`config.mk`:
```
export PLATFORM = sky130hd
export DESIGN_NAME = tm1638_key_reader
export DESIGN_NICKNAME = d
export VERILOG_FILES = /design/src/rtl/tm1638_pkg.sv /design/src/rtl/tm1638_half_tick.sv /design/src/rtl/tm1638_key_reader.sv
export SDC_FILE = /design/constraint.sdc
export NUM_CORES = 1
export LEC_CHECK = 0
export ABC_AREA = 1
export BUFFER_PORTS_ARGS = -buffer_cell sky130_fd_sc_hd__clkbuf_2
export CAP_MARGIN = 20
export CORE_UTILIZATION = 40
export DETAILED_ROUTE_END_ITERATION = 10
export MAX_ROUTING_LAYER = met4
export SLEW_MARGIN = 10
export SYNTH_ARGS = -nofsm -noshare
export SYNTH_HDL_FRONTEND = slang
export SYNTH_HIERARCHICAL = 1
export SYNTH_SLANG_ARGS = --single-unit
```
`constraint.sdc`:
```
create_clock -name i_clk -period 5.35 [get_ports i_clk]
set_input_delay 0.535 -clock i_clk [delete_from_list [all_inputs] [get_ports i_clk]]
set_output_delay 0.535 -clock i_clk [all_outputs]
set_load 0.01 [all_outputs]
```
`src/rtl/tm1638_pkg.sv`:
```
// Shared TM1638 definitions: bus command bytes, reader state encoding and
// the mapping from raw scan bits to the eight front-panel keys.
package tm1638_pkg;

  localparam logic [7:0] CMD_READ_KEYS  = 8'h42;
  localparam logic [7:0] CMD_WRITE_AUTO = 8'h40;
  localparam logic [7:0] CMD_DISP_ON    = 8'h8F;

  localparam int SCAN_BITS = 32;
  localparam int KEY_COUNT = 8;

  typedef enum logic [2:0] {
    ST_IDLE  = 3'd0,
    ST_SETUP = 3'd1,
    ST_CMD   = 3'd2,
    ST_WAIT  = 3'd3,
    ST_READ  = 3'd4,
    ST_HOLD  = 3'd5,
    ST_DONE  = 3'd6
  } readState_t;

  // Keys 0..3 sit on bit 0 of scan bytes 0..3, keys 4..7 on bit 4 of the same bytes.
  function automatic logic [KEY_COUNT-1:0] keyMap(input logic [SCAN_BITS-1:0] scanWord);
    logic [KEY_COUNT-1:0] keyBits;
    keyBits = '0;
    for (int i = 0; i < KEY_COUNT; i++) begin
      if (i < 4) keyBits[i] = scanWord[8*i];
      else       keyBits[i] = scanWord[8*(i-4)+4];
    end
    return keyBits;
  endfunction

endpackage

```
`src/rtl/tm1638_half_tick.sv`:
```
// SCLK half-period timer shared by the TM1638 reader and writer.
// Counts 0..CLK_DIV-1 while enabled and flags the last count as a tick.
module tm1638_half_tick #(
  parameter int CLK_DIV = 25
) (
  input  logic i_clk,
  input  logic i_rst_n,
  input  logic i_clear,
  input  logic i_en,
  output logic o_tick
);

  localparam int CW = (CLK_DIV > 1) ? $clog2(CLK_DIV) : 1;
  localparam logic [CW-1:0] LAST_COUNT = CW'(CLK_DIV - 1);

  logic [CW-1:0] r_count;

  assign o_tick = i_en && !i_clear && (r_count == LAST_COUNT);

  // Free-running half-period count, restarted by clear and wrapped on each tick.
  always_ff @(posedge i_clk or negedge i_rst_n) begin
    if (!i_rst_n) begin
      r_count <= '0;
    end else if (i_clear) begin
      r_count <= '0;
    end else if (i_en) begin
      r_count <= o_tick ? '0 : r_count + CW'(1);
    end
  end

endmodule

```
`src/rtl/tm1638_key_reader.sv`:
```
// TM1638 key-scan reader: frames STB, sends the read command LSB first,
// turns DIO around, clocks in 32 scan bits and publishes scan word and keys.
module tm1638_key_reader
  import tm1638_pkg::*;
#(
  parameter int CLK_DIV     = 25,
  parameter int WAIT_CYCLES = 50
) (
  input  logic        i_clk,
  input  logic        i_rst_n,
  input  logic        i_start,
  output logic        o_busy,
  output logic        o_done,
  output logic        o_stb_n,
  output logic        o_sclk,
  output logic        o_dio_out,
  output logic        o_dio_oe,
  input  logic        i_dio_in,
  output logic [31:0] o_scan,
  output logic [7:0]  o_keys
);

  localparam int WW = $clog2(WAIT_CYCLES + 1);
  localparam logic [WW-1:0] WAIT_LAST = WW'(WAIT_CYCLES - 1);

  readState_t           r_state;
  logic [4:0]           r_bitCnt;
  logic                 r_phase;
  logic [WW-1:0]        r_waitCnt;
  logic [SCAN_BITS-1:0] r_shift;
  logic                 r_dioMeta;
  logic                 r_dioSync;
  logic                 r_busy;
  logic                 r_done;
  logic                 r_stbN;
  logic                 r_sclk;
  logic                 r_dioOut;
  logic                 r_dioOe;
  logic [SCAN_BITS-1:0] r_scan;
  logic [KEY_COUNT-1:0] r_keys;

  logic                 w_tmrClear;
  logic                 w_tick;
  logic [2:0]           w_nextCmdIdx;

  assign o_busy    = r_busy;
  assign o_done    = r_done;
  assign o_stb_n   = r_stbN;
  assign o_sclk    = r_sclk;
  assign o_dio_out = r_dioOut;
  assign o_dio_oe  = r_dioOe;
  assign o_scan    = r_scan;
  assign o_keys    = r_keys;

  // The timer only runs in the SCLK-paced states; every one of them is entered
  // either from a cleared timer or on a tick, so each starts from count zero.
  assign w_tmrClear   = (r_state == ST_IDLE) || (r_state == ST_WAIT) || (r_state == ST_DONE);
  assign w_nextCmdIdx = r_bitCnt[2:0] + 3'd1;

  tm1638_half_tick #(
    .CLK_DIV (CLK_DIV)
  ) u_halfTick (
    .i_clk   (i_clk),
    .i_rst_n (i_rst_n),
    .i_clear (w_tmrClear),
    .i_en    (!w_tmrClear),
    .o_tick  (w_tick)
  );

  // Two-flop synchronizer for the asynchronous DIO pin.
  always_ff @(posedge i_clk or negedge i_rst_n) begin
    if (!i_rst_n) begin
      r_dioMeta <= 1'b1;
      r_dioSync <= 1'b1;
    end else begin
      r_dioMeta <= i_dio_in;
      r_dioSync <= r_dioMeta;
    end
  end

  // Transaction sequencer with registered bus pins and the scan shift register.
  always_ff @(posedge i_clk or negedge i_rst_n) begin
    if (!i_rst_n) begin
      r_state   <= ST_IDLE;
      r_bitCnt  <= '0;
      r_phase   <= 1'b0;
      r_waitCnt <= '0;
      r_shift   <= '0;
      r_busy    <= 1'b0;
      r_done    <= 1'b0;
      r_stbN    <= 1'b1;
      r_sclk    <= 1'b1;
      r_dioOut  <= 1'b1;
      r_dioOe   <= 1'b0;
      r_scan    <= '0;
      r_keys    <= '0;
    end else begin
      case (r_state)
        ST_IDLE: begin
          r_done <= 1'b0;
          r_busy <= 1'b0;
          if (i_start && !r_busy) begin
            r_busy   <= 1'b1;
            r_stbN   <= 1'b0;
            r_dioOe  <= 1'b1;
            r_dioOut <= 1'b1;
            r_sclk   <= 1'b1;
            r_shift  <= '0;
            r_state  <= ST_SETUP;
          end
        end
        ST_SETUP: begin
          if (w_tick) begin
            r_sclk   <= 1'b0;
            r_dioOut <= CMD_READ_KEYS[0];
            r_bitCnt <= '0;
            r_phase  <= 1'b0;
            r_state  <= ST_CMD;
          end
        end
        ST_CMD: begin
          if (w_tick) begin
            if (!r_phase) begin
              r_sclk  <= 1'b1;
              r_phase <= 1'b1;
            end else if (r_bitCnt == 5'd7) begin
              r_dioOe   <= 1'b0;
              r_dioOut  <= 1'b1;
              r_waitCnt <= '0;
              r_state   <= ST_WAIT;
            end else begin
              r_bitCnt <= r_bitCnt + 5'd1;
              r_sclk   <= 1'b0;
              r_phase  <= 1'b0;
              r_dioOut <= CMD_READ_KEYS[w_nextCmdIdx];
            end
          end
        end
        ST_WAIT: begin
          if (r_waitCnt == WAIT_LAST) begin
            r_sclk   <= 1'b0;
            r_phase  <= 1'b0;
            r_bitCnt <= '0;
            r_state  <= ST_READ;
          end else begin
            r_waitCnt <= r_waitCnt + WW'(1);
          end
        end
        ST_READ: begin
          if (w_tick) begin
            if (!r_phase) begin
              r_sclk  <= 1'b1;
              r_phase <= 1'b1;
            end else begin
              r_shift[r_bitCnt] <= r_dioSync;
              if (r_bitCnt == 5'd31) begin
                r_state <= ST_HOLD;
              end else begin
                r_bitCnt <= r_bitCnt + 5'd1;
                r_sclk   <= 1'b0;
                r_phase  <= 1'b0;
              end
            end
          end
        end
        ST_HOLD: begin
          if (w_tick) begin
            r_stbN  <= 1'b1;
            r_state <= ST_DONE;
          end
        end
        ST_DONE: begin
          r_scan  <= r_shift;
          r_keys  <= keyMap(r_shift);
          r_done  <= 1'b1;
          r_state <= ST_IDLE;
        end
        default: begin
          r_state <= ST_IDLE;
        end
      endcase
    end
  end

endmodule

```
==> results by group <==
Run status
  • Result of the run: completed

GRT
  • All-Layer GR Usage: 0.1796
  • Antenna violations before repair: 0
  • Global-route wire length before repair: between 15 and 20 mm
  • Remaining global-route overflow: 0
  • Vias in the first global route: 3,771
  • Maximum number of pins on one net before global-route repair: between 60 and 70

Route
  • Number of vias after detailed routing: between 4,000 and 5,000
  • Detailed-route DRC error count: 0
  • Vias per std cell: about 4.8
  • Iteration-0 DRC Markers: 299
  • Post-DR wirelength/cell: 12.22 um
  • First-pass iteration count of the detailed router: 5
  • Detailed Route WL: 10.49 mm
  • Final ANT Viol Nets: 0

Logic synthesis
  • Average size of a mapped cell: 7.568 um^2
  • Post-Synthesis Cells: 657
  • Warning count from the yosys run: 6
  • Syn Std Cell Area: 4972 um^2
  • Post-Syn Nets: just under 700
  • Seq cells post-synth: 92
  • Number of distinct library cells after synthesis: 32
  • Proportion of synthesized chip area in sequential cells: 0.4643

Job
  • Max-cap check violation count: 0

STA
  • Number of pins exceeding their max-slew limit in the final report: 0
  • Worst-case setup margin in the final layout: around 2.0 ns
  • Setup repair after global routing missed its margin: no
  • Setup Total Neg Slack: 0 ns
  • Period utilisation layout: 0.6339
  • Upper clock frequency limit: 294.9 MHz
  • Max-slew headroom: 0.3366
  • Hold violation count in the final report: 0
  • Post-Route Skew: 0.007345 ns
  • Shortest period the worst path allows: 3.391 ns
  • Final setup violation count: 0
  • Transition time of the tightest slew-check pin: around 0.99 ns

Placed design
  • Port Buffers: a little under 50
  • Pre-CTS worst setup slack: ~2.1 ns
  • Count of placed standard cells including taps: ~850
  • Placed wire-length estimate after detailed placement: 7.141 mm
  • Routability Congestion: around 0.9

Cells and area
  • Fraction of layout instances using a drive strength above 1: 0.1346
  • Most frequent cells in the layout: sky130_fd_sc_hd__nand2_1 (341), sky130_fd_sc_hd__dfrtp_1 (87), sky130_fd_sc_hd__clkbuf_2 (48)
  • Count of filler cells inserted in the layout: roughly 1,200
  • Number of antenna cells inserted: 0
  • Most frequent standard cell in the layout excluding fill and tap cells: sky130_fd_sc_hd__nand2_1
  • Area Growth Syn to Fin: 12.36%
  • Number of cells in the finished layout apart from fillers: 859
  • Core utilization of the finished layout: 0.4632
  • Area taken by flip-flops and latches: ~2300 um^2
  • Multi-input gate area: 2298 um^2
  • Final nets: 704

Floorplan
  • Placeable core area: 12,060 um^2
  • DIE HEIGHT: 113.5 um
  • Count of standard-cell rows: 40
  • Starting density of the core: 0.4122
  • Boundary pin count: 50
  • Die width: 113.5 um
  • Total Die Area: 12,880 um^2

Worst setup path
  • Cells on worst reg2reg path: 15
  • CP endpoint kind: flop
  • Required time reported for the critical path endpoint: 5.58 ns
  • Path type of the worst setup path: flop to flop
  • Worst endpoint data arrival time: roughly 3.6 ns
  • Worst reg2reg startpoint: r_state[2]$_DFFE_PN0P_
  • Slack of the worst reg-to-reg path: 1.96 ns
  • CP startpoint kind: flop
  • Worst R2R End: r_bitCnt[2]$_DFFE_PN0P_
  • Max FO, Critical Path: 11

Pwr
  • Power consumption: 2375 uW
  • IR drop worst, VDD: 0.0002183 V
  • Cell Pwr Density: about 430 nW/um^2
  • Leakage component of the power: 0.002970 uW

Clock tree
  • Clock Sink Count: 92
  • Number of cells upsized or downsized after cts: 0
  • Clock root cell: sky130_fd_sc_hd__clkbuf_16
  • Inserted Clock Buffers: 9
  • Buffer count from post-CTS setup fixing: 0
  • Skew-Pair Late Insertion Delay: 0.34 ns
  • Maximum buffer depth of the clock tree: 2
  • TritonCTS clock tree: yes
  • H-Tree Level Count: 3
  • Clock slew at reported path FFs: 0.06 ns
  • Number of hold-repair buffers added at the cts stage: 0

Min path
  • Type of the most critical hold path: input port to asynchronous set/reset pin
-- worst max path at each step --
stage                                 startpoint                      end  slack (ns)
after floorplan           r_state[1]$_DFFE_PN0P_  r_bitCnt[0]$_DFFE_PN0P_        2.81
after global placement    r_state[2]$_DFFE_PN0P_  r_bitCnt[2]$_DFFE_PN0P_        2.24
after detailed placement  r_state[2]$_DFFE_PN0P_  r_bitCnt[1]$_DFFE_PN0P_        2.08
after CTS                 r_state[2]$_DFFE_PN0P_  r_bitCnt[1]$_DFFE_PN0P_        2.01
after global routing      r_state[2]$_DFFE_PN0P_  r_bitCnt[1]$_DFFE_PN0P_        1.66
final                     r_state[2]$_DFFE_PN0P_  r_bitCnt[2]$_DFFE_PN0P_        1.96
-- layout make-up --
type / instances / area share
sequential: 92 / 0.4132
tap: 168 / 0.03763
inverter: 35 / 0.02620
clock inverter: 4 / 0.01769
clock buffer: 10 / 0.04278
timing repair buffer: 53 / 0.05106
multi-input combinational: 497 / 0.4114
-- Yosys cell counts --
master	n	area, um^2
sky130_fd_sc_hd__a21oi_1	3	15.01
sky130_fd_sc_hd__a21oi_4	1	16.27
sky130_fd_sc_hd__a31oi_1	2	12.51
sky130_fd_sc_hd__buf_1	3	11.26
sky130_fd_sc_hd__buf_2	8	40.04
sky130_fd_sc_hd__buf_4	9	67.56
sky130_fd_sc_hd__buf_6	8	90.09
sky130_fd_sc_hd__clkbuf_1	5	18.77
sky130_fd_sc_hd__clkinv_8	1	16.27
sky130_fd_sc_hd__dfrtp_1	87	2177
sky130_fd_sc_hd__dfstp_2	5	131.4
sky130_fd_sc_hd__ha_1	12	150.1
sky130_fd_sc_hd__inv_1	31	116.4
sky130_fd_sc_hd__inv_2	2	7.510
sky130_fd_sc_hd__inv_4	1	6.260
sky130_fd_sc_hd__nand2_1	341	1280
sky130_fd_sc_hd__nand2_2	4	25.02
sky130_fd_sc_hd__nand2_4	1	11.26
sky130_fd_sc_hd__nand3_1	30	150.1
sky130_fd_sc_hd__nand3_2	1	10.01
sky130_fd_sc_hd__nand3b_1	31	232.7
sky130_fd_sc_hd__nand4_1	7	43.79
sky130_fd_sc_hd__nor2_1	32	120.1
sky130_fd_sc_hd__nor2_2	1	6.260
sky130_fd_sc_hd__nor2_4	6	67.56
sky130_fd_sc_hd__nor3_1	3	15.01
sky130_fd_sc_hd__nor3_2	1	10.01
sky130_fd_sc_hd__o211ai_1	1	7.510
sky130_fd_sc_hd__o21ai_0	15	75.07
sky130_fd_sc_hd__or2_2	1	6.260
sky130_fd_sc_hd__xnor2_1	1	8.760
sky130_fd_sc_hd__xor2_1	3	26.28
-- worst max-delay path, stage by stage (launching register included) --
cell	delay [ns]
sky130_fd_sc_hd__dfrtp_1	0.59
sky130_fd_sc_hd__inv_1	0.24
sky130_fd_sc_hd__nand2_1	0.23
sky130_fd_sc_hd__nor2_4	0.07
sky130_fd_sc_hd__nor3_1	0.38
sky130_fd_sc_hd__inv_1	0.10
sky130_fd_sc_hd__inv_1	0.08
sky130_fd_sc_hd__nand2_1	0.09
sky130_fd_sc_hd__nor3_1	0.39
sky130_fd_sc_hd__inv_1	0.20
sky130_fd_sc_hd__nand3_1	0.21
sky130_fd_sc_hd__nand3_1	0.10
sky130_fd_sc_hd__nor2_1	0.31
sky130_fd_sc_hd__nand2_2	0.15
sky130_fd_sc_hd__nand2_1	0.08
sky130_fd_sc_hd__nand2_1	0.05
-- through the flow --
stage                     area [um^2]  hold slack [ns]
after floorplan                  4972           0.2394
after global placement           5234           0.3468
after detailed placement         5249           0.3488
after CTS                        5587           0.1929
after global routing             5587           0.2010
final                            5587           0.1645
-- power breakdown --
part | switching (uW) | total [uW] | internal [uW] | leakage [uW]
Sequential | 79.8 | 842 | 762 | 0.00125
Combinational | 572 | 810 | 238 | 0.00155
Clock | 258 | 723 | 465 | 0.000165
Total | 910 | 2370 | 1470 | 0.00297
-- kinds of logic (layout without fill, tap and decap cells) --
kind of cell / count (synthesis) / in the layout / share of synthesized area
XOR/XNOR: 4 / 4 / 0.007047
buffers and inverters: 68 / 102 / 0.07524
AND/OR/NAND/NOR: 459 / 459 / 0.3978
flip-flops: 92 / 92 / 0.4643
adder cells (fa/ha/maj): 12 / 12 / 0.03020
AO/OA/AOI/OAI: 22 / 22 / 0.02541
-- state kept, by name, summed over array words and instances, names as in the netlist --
signal,count
r_phase,1
o_scan,32
r_bitCnt,5
u_halfTick/r_count,5
o_dio_out,1
r_state,3
r_dioSync,1
r_shift,32
r_dioMeta,1
o_busy,1
r_waitCnt,6
o_sclk,1
o_dio_oe,1
o_stb_n,1
o_done,1
-- routing by layer --
metal	up-vias	wire, um	GRT usage	share of wire
met4	0	231	0.07632	0.022
met5	-	0	-	0
met2	94	4902	0.2870	0.47
met1	1923	5036	0.2265	0.48
met3	23	323	0.02922	0.031
li1	2109	-	-	-
Note: power is estimated with default switching activity, not from simulation.
